**src/rtl/rca64_result_buf_if.sv**
```systemverilog
// Result-path bundle between the 64-bit adder, the capture buffer and its consumer.
// master = adder/consumer side, slave = the buffer.
interface rca64_result_buf_if;
   logic        in_valid;
   logic [63:0] in_sum;
   logic        in_crout;
   logic        out_ready;
   logic        out_valid;
   logic [63:0] out_sum;
   logic        out_crout;
   logic        out_zero;

   modport master (
      output in_valid, in_sum, in_crout, out_ready,
      input  out_valid, out_sum, out_crout, out_zero
   );

   modport slave (
      input  in_valid, in_sum, in_crout, out_ready,
      output out_valid, out_sum, out_crout, out_zero
   );
endinterface

```
**src/rtl/rca64_result_buf.sv**
```systemverilog
// Show-ahead FIFO capturing {crout, sum, zero} adder results.
// Overflowing inputs are dropped and counted, so the adder never stalls.
module rca64_result_buf #(
   parameter int DEPTH = 4,
   parameter int CNT_W = 8
) (
   input  logic                      clock,
   input  logic                      reset,
   rca64_result_buf_if.slave         bus,
   input  logic                      err_clr,
   output logic [$clog2(DEPTH):0]    count,
   output logic                      full,
   output logic                      empty,
   output logic [CNT_W-1:0]          drop_cnt,
   output logic                      overflow_err
);
   localparam int AW = $clog2(DEPTH);
   localparam int OW = AW + 1;
   localparam logic [AW-1:0]    PTR_ZERO  = AW'(0);
   localparam logic [AW-1:0]    PTR_ONE   = AW'(1);
   localparam logic [OW-1:0]    OCC_ZERO  = OW'(0);
   localparam logic [OW-1:0]    OCC_ONE   = OW'(1);
   localparam logic [OW-1:0]    OCC_FULL  = OW'(DEPTH);
   localparam logic [CNT_W-1:0] DROP_ZERO = CNT_W'(0);
   localparam logic [CNT_W-1:0] DROP_ONE  = CNT_W'(1);
   localparam logic [CNT_W-1:0] DROP_MAX  = {CNT_W{1'b1}};

   function automatic logic is_zero(input logic [63:0] v);
      return (v == 64'h0);
   endfunction

   logic [63:0]      sum_mem_r   [DEPTH];
   logic             crout_mem_r [DEPTH];
   logic             zero_mem_r  [DEPTH];
   logic [AW-1:0]    wr_ptr_r;
   logic [AW-1:0]    rd_ptr_r;
   logic [OW-1:0]    count_r;
   logic [CNT_W-1:0] drop_cnt_r;
   logic             overflow_err_r;

   logic empty_s;
   logic full_s;
   logic pop_s;
   logic push_s;
   logic drop_s;

   assign empty_s = (count_r == OCC_ZERO);
   assign full_s  = (count_r == OCC_FULL);
   assign pop_s   = ~empty_s & bus.out_ready;
   // A full buffer still accepts a push when the head leaves in the same cycle.
   assign push_s  = bus.in_valid & (~full_s | pop_s);
   assign drop_s  = bus.in_valid & full_s & ~pop_s;

   // Entry storage; contents are don't-care after reset.
   always_ff @(posedge clock) begin
      if (push_s) begin
         sum_mem_r[wr_ptr_r]   <= bus.in_sum;
         crout_mem_r[wr_ptr_r] <= bus.in_crout;
         zero_mem_r[wr_ptr_r]  <= is_zero(bus.in_sum);
      end
   end

   // Pointers and occupancy; pointers wrap naturally at DEPTH.
   always_ff @(posedge clock or negedge reset) begin
      if (!reset) begin
         wr_ptr_r <= PTR_ZERO;
         rd_ptr_r <= PTR_ZERO;
         count_r  <= OCC_ZERO;
      end else begin
         if (push_s) begin
            wr_ptr_r <= wr_ptr_r + PTR_ONE;
         end
         if (pop_s) begin
            rd_ptr_r <= rd_ptr_r + PTR_ONE;
         end
         case ({push_s, pop_s})
            2'b10:   count_r <= count_r + OCC_ONE;
            2'b01:   count_r <= count_r - OCC_ONE;
            default: count_r <= count_r;
         endcase
      end
   end

   // Drop accounting; a drop in the same cycle as err_clr wins.
   always_ff @(posedge clock or negedge reset) begin
      if (!reset) begin
         drop_cnt_r     <= DROP_ZERO;
         overflow_err_r <= 1'b0;
      end else if (drop_s) begin
         overflow_err_r <= 1'b1;
         if (err_clr) begin
            drop_cnt_r <= DROP_ONE;
         end else if (drop_cnt_r != DROP_MAX) begin
            drop_cnt_r <= drop_cnt_r + DROP_ONE;
         end
      end else if (err_clr) begin
         drop_cnt_r     <= DROP_ZERO;
         overflow_err_r <= 1'b0;
      end
   end

   // Show-ahead head entry, forced to zero while empty.
   always_comb begin
      bus.out_valid = 1'b0;
      bus.out_sum   = 64'h0;
      bus.out_crout = 1'b0;
      bus.out_zero  = 1'b0;
      if (empty_s) begin
         bus.out_valid = 1'b0;
      end else begin
         bus.out_valid = 1'b1;
         bus.out_sum   = sum_mem_r[rd_ptr_r];
         bus.out_crout = crout_mem_r[rd_ptr_r];
         bus.out_zero  = zero_mem_r[rd_ptr_r];
      end
   end

   assign count        = count_r;
   assign full         = full_s;
   assign empty        = empty_s;
   assign drop_cnt     = drop_cnt_r;
   assign overflow_err = overflow_err_r;
endmodule

```
**src/flat_wrapper.sv**
```systemverilog
// flat-port wrapper written by rule: the top's interface ports become plain ports
module rca64_result_buf_flat 
#(
   parameter int DEPTH = 4,
   parameter int CNT_W = 8
)
  (clock, reset, err_clr, count, full, empty, drop_cnt, overflow_err, bus_in_valid, bus_in_sum, bus_in_crout, bus_out_ready, bus_out_valid, bus_out_sum, bus_out_crout, bus_out_zero);
  rca64_result_buf_if bus_i ();
  input  logic clock;
  input  logic reset;
  input  logic err_clr;
  output logic [$clog2(DEPTH):0] count;
  output logic full;
  output logic empty;
  output logic [CNT_W-1:0] drop_cnt;
  output logic overflow_err;
  input wire logic [$bits(bus_i.in_valid)-1:0] bus_in_valid;
  input wire logic [$bits(bus_i.in_sum)-1:0] bus_in_sum;
  input wire logic [$bits(bus_i.in_crout)-1:0] bus_in_crout;
  input wire logic [$bits(bus_i.out_ready)-1:0] bus_out_ready;
  output wire logic [$bits(bus_i.out_valid)-1:0] bus_out_valid;
  output wire logic [$bits(bus_i.out_sum)-1:0] bus_out_sum;
  output wire logic [$bits(bus_i.out_crout)-1:0] bus_out_crout;
  output wire logic [$bits(bus_i.out_zero)-1:0] bus_out_zero;
  assign bus_i.in_valid = bus_in_valid;
  assign bus_i.in_sum = bus_in_sum;
  assign bus_i.in_crout = bus_in_crout;
  assign bus_i.out_ready = bus_out_ready;
  assign bus_out_valid = bus_i.out_valid;
  assign bus_out_sum = bus_i.out_sum;
  assign bus_out_crout = bus_i.out_crout;
  assign bus_out_zero = bus_i.out_zero;
  rca64_result_buf #(.DEPTH(DEPTH), .CNT_W(CNT_W)) u_core (.clock(clock), .reset(reset), .bus(bus_i), .err_clr(err_clr), .count(count), .full(full), .empty(empty), .drop_cnt(drop_cnt), .overflow_err(overflow_err));
endmodule
```
**config.mk**
```make
export PLATFORM = sky130hd
export DESIGN_NAME = rca64_result_buf_flat
export DESIGN_NICKNAME = d
export VERILOG_FILES = /design/src/rtl/rca64_result_buf_if.sv /design/src/rtl/rca64_result_buf.sv /design/src/flat_wrapper.sv
export SDC_FILE = /design/constraint.sdc
export NUM_CORES = 1
export LEC_CHECK = 0
export ABC_AREA = 1
export CAP_MARGIN = 5
export CELL_PAD_IN_SITES_DETAIL_PLACEMENT = 1
export CELL_PAD_IN_SITES_GLOBAL_PLACEMENT = 2
export CORE_MARGIN = 2
export CORE_UTILIZATION = 30
export DETAILED_ROUTE_END_ITERATION = 8
export PLACE_DENSITY_LB_ADDON = 0.3
export SLEW_MARGIN = 20
export SYNTH_ARGS = -nofsm -noshare
export SYNTH_HDL_FRONTEND = slang
export SYNTH_SLANG_ARGS = --single-unit
```
**constraint.sdc**
```tcl
create_clock -name clock -period 4.1 [get_ports clock]
set_input_delay 0.615 -clock clock [delete_from_list [all_inputs] [get_ports clock]]
set_output_delay 0.615 -clock clock [all_outputs]
set_load 0.005 [all_outputs]
```
==> load_flow_metrics.sql <==
INSERT INTO impl_metrics (metric_group, metric, value, unit) VALUES
('pwr', 'total_power', '10.7', 'mW'),
('worst_setup_path', 'crit_path_max_fanout', '57', ''),
('place', 'portBuffers', '150', ''),
('sta', 'max_slew.worst_pin.slew', '0.914', 'ns'),
('floorplanning', 'floorplan.die.height', '199', 'um'),
('global_route', 'vias_in_the_first_global_route', '8047', ''),
('clock_network', 'cts_htree_levels', '1', ''),
('min_path', 'hold_path.class', 'reg -> reg', ''),
('pwr', 'power_per_cell_area', '744', 'mW/mm2'),
('sta', 'slew_headroom', '0.390', ''),
('routing', 'detailedRoute.firstIterationViolations', '364', ''),
('routing', 'antenna_violating_nets_post_route', '0', ''),
('worst_setup_path', 'type_of_element_capturing_the_critical_path', 'primary output', ''),
('place', 'place_inst', '1577', ''),
('floorplanning', 'placeableCoreArea', '0.0375', 'mm2'),
('synth', 'largest_cells_by_area_after_synthesis', 'edfxtp_1, nor2_1, dfrtp_1', ''),
('global_route', 'grt.total_usage', '0.156', ''),
('run', 'max_cap_violations', '0', ''),
('synth', 'post_synth_inst_count', '950', ''),
('worst_setup_path', 'cp_num_buf_inv', '3', ''),
('pwr', 'irDropWorstVdd', '0.459', 'mV'),
('sta', 'final_min_period_over_clock_period', '0.860', ''),
('place', 'hpwlAfterDp', '18.3', 'mm'),
('synth', 'synth.cell_area', '0.0114', 'mm2'),
('clock_network', 'cts_made_buffers', '30', ''),
('worst_setup_path', 'worst_r2r_startpoint', 'u_core.count[0]$_DFFE_PN0P_', ''),
('synth', 'avgSynthCellArea', '12.0', 'um2'),
('clock_network', 'postCtsResizedCells', '0', ''),
('sta', 'count_of_final_setup_violators', '0', ''),
('layout', 'final_stage_net_count', '1175', ''),
('clock_network', 'cts.root.buffer_cell', 'clkbuf_16', ''),
('worst_setup_path', 'worst_r2r_endpoint', 'u_core.count[2]$_DFFE_PN0P_', ''),
('clock_network', 'clk_transition_reported_paths', '0.06', 'ns'),
('routing', 'drt_first_pass_iters', '5', ''),
('worst_setup_path', 'timing.critical_path.depth', '5', ''),
('synth', 'count_of_warnings_emitted_by_yosys', '0', ''),
('outcome', 'outcome', 'completed', ''),
('synth', 'mappedNetlistNets', '1027', ''),
('layout', 'fraction_of_layout_instances_using_a_drive_strength_above_1', '0.0591', ''),
('clock_network', 'clock_tree.buffer_depth', '3', ''),
('place', 'final_wtd_congestion', '0.715', ''),
('sta', 'rsz0062_at_grt', 'false', ''),
('worst_setup_path', 'cp_data_required_time', '3.48', 'ns'),
('sta', 'fin_crit', '3.53', 'ns'),
('floorplanning', 'die_area', '0.0395', 'mm2'),
('global_route', 'grt_overflow', '0', ''),
('floorplanning', 'start_util', '0.304', ''),
('clock_network', 'holdBufCountCts', '0', ''),
('routing', 'wl', '30.9', 'mm'),
('worst_setup_path', 'cp-endpoint', 'bus_out_sum[9]', ''),
('worst_setup_path', 'timing.critical_path.slowest_stage_cell', 'clkdlybuf4s50_1', ''),
('synth', 'yosysUniqueCellTypes', '27', ''),
('worst_setup_path', 'critical-path-max-stage-delay', '0.55', 'ns'),
('floorplanning', 'std_cell_rows', '71', ''),
('clock_network', 'cts_sinks', '280', ''),
('routing', 'detail_route.wl_per_cell', '19.0', 'um'),
('layout', 'final_core_util', '0.383', ''),
('clock_network', 'clock_tree_from_tritoncts', 'done', ''),
('synth', 'number_of_register_bits_inferred_by_synthesis', '280', ''),
('global_route', 'grt_first_pass_wirelength', '47.4', 'mm'),
('layout', 'diodes', '0', ''),
('sta', 'fmaxAchievable', '284', 'MHz'),
('sta', 'final.setup_skew', '0.0209', 'ns'),
('sta', 'timing.final.hold_violations', '0', ''),
('floorplanning', 'top_level_ports', '151', ''),
('clock_network', 'clk_latency', '0.56', 'ns'),
('clock_network', 'post_cts.repair.setup_buffers', '0', ''),
('worst_setup_path', 'cp.arrival', '2.91', 'ns'),
('routing', 'dr_total_vias', '7604', ''),
('routing', 'drt-vias-per-instance', '4.67', ''),
('worst_setup_path', 'worstRegToRegCells', '11', '');
==> cell usage after synthesis <==
cell and count:
nor2_1 312, edfxtp_1 264, o21ai_0 73, a21oi_1 68, o21ai_1 67, nand2_1 35
inv_1 22, buf_2 16, dfrtp_1 16, clkbuf_1 10, nand4_1 10, buf_4 8
buf_6 8, nand3_1 8, clkbuf_2 6, ha_1 6, xor2_1 5, nor2_2 3
buf_1 2, inv_2 2, nand2_2 2, xnor2_1 2, a21o_1 1, and2_1 1
fa_1 1, inv_4 1, nor3_1 1
==> cell usage in the layout (no fill, tap or decap), types with 2 or more instances in the layout <==
cell,instances
nor2_1,308
buf_4,11
ha_1,6
clkinv_2,2
a21oi_1,68
nand3_1,8
xnor2_1,2
dfrtp_1,14
o21ai_0,73
xor2_1,5
edfxtp_1,264
bufinv_16,2
nand2_2,2
inv_2,2
clkdlybuf4s50_1,150
inv_1,22
clkinv_1,10
buf_12,5
clkbuf_16,31
nor2_2,3
nand4_1,10
clkbuf_1,5
nor2_4,4
o21ai_1,67
nand2_1,35
==> worst reg2reg max path: cells and delay by family (launching register included) <==
family | cells | cell delay [ns]
AO/OA/AOI/OAI | 2 | 0.28
XOR/XNOR | 1 | 0.15
adder cells (fa/ha/maj) | 2 | 0.56
buffers and inverters | 3 | 0.59
flip-flops | 1 | 0.46
AND/OR/NAND/NOR | 3 | 0.36
==> cell families (layout without fill, tap and decap cells) <==
family                     count (synthesis)  in the layout  synth area share
and+or+nand+nor                          372            372             0.127
xor gates and xnor gates                   7              7           0.00539
AOI/OAI and AO/OA                        209            209            0.0921
DFF                                      280            280             0.732
buffers and inverters                     75            242            0.0353
adders and majority gates                  7              7           0.00835
==> final cells by class <==
class	instances	area, um2
inverter	25	96.3
fill	4101	23100
sequential	280	8330
clock buffer	36	795
timing repair buffer	166	1680
tap	511	639
multi-input combinational	595	2680
clock inverter	15	115
==> worst min path at each step <==
stage                                                from                               to  slack, ns  cells past startpoint
after floorplan                                     reset      u_core.count[0]$_DFFE_PN0P_       0.32                      0
after global placement    u_core.overflow_err$_DFFE_PN0P_  u_core.overflow_err$_DFFE_PN0P_       0.47                      2
after detailed placement  u_core.overflow_err$_DFFE_PN0P_  u_core.overflow_err$_DFFE_PN0P_       0.50                      2
after CTS                                           reset   u_core.drop_cnt[4]$_DFFE_PN0P_       0.52                      1
after global routing                                reset   u_core.drop_cnt[4]$_DFFE_PN0P_       0.56                      1
final                     u_core.overflow_err$_DFFE_PN0P_  u_core.overflow_err$_DFFE_PN0P_       0.50                      2
==> through the flow <==
stage | area (um2) | hold WS, ns | setup WS (ns)
2_1_floorplan | 11400 | 0.319 | -0.0691
3_3_place_gp | 13400 | 0.467 | 0.990
3_5_place_dp | 13400 | 0.503 | 1.04
4_1_cts | 14300 | 0.518 | 0.424
5_1_grt | 14300 | 0.558 | 0.316
6_report | 14300 | 0.504 | 0.574
==> state kept, by name (all words and copies together), names as in the netlist <==
signal	cells
u_core.crout_mem_r	4
u_core.overflow_err	1
u_core.drop_cnt	8
u_core.sum_mem_r	256
u_core.count	3
u_core.rd_ptr_r	2
u_core.zero_mem_r	4
u_core.wr_ptr_r	2
==> per-layer routing <==
layer / global-route usage / share of wire
met1: 0.209 / 0.46
met2: 0.272 / 0.49
met3: 0.0202 / 0.034
met4: 0.0351 / 0.018
met5: 0 / 0
==> power by group <==
| group | total, mW | switching, mW | internal, mW |
|---|---|---|---|
| clock | 2.54 | 1.06 | 1.48 |
| sequential | 3.90 | 0.166 | 3.74 |
| combinational | 4.23 | 2.41 | 1.83 |
No activity file was read; power rests on OpenSTA's default activity.
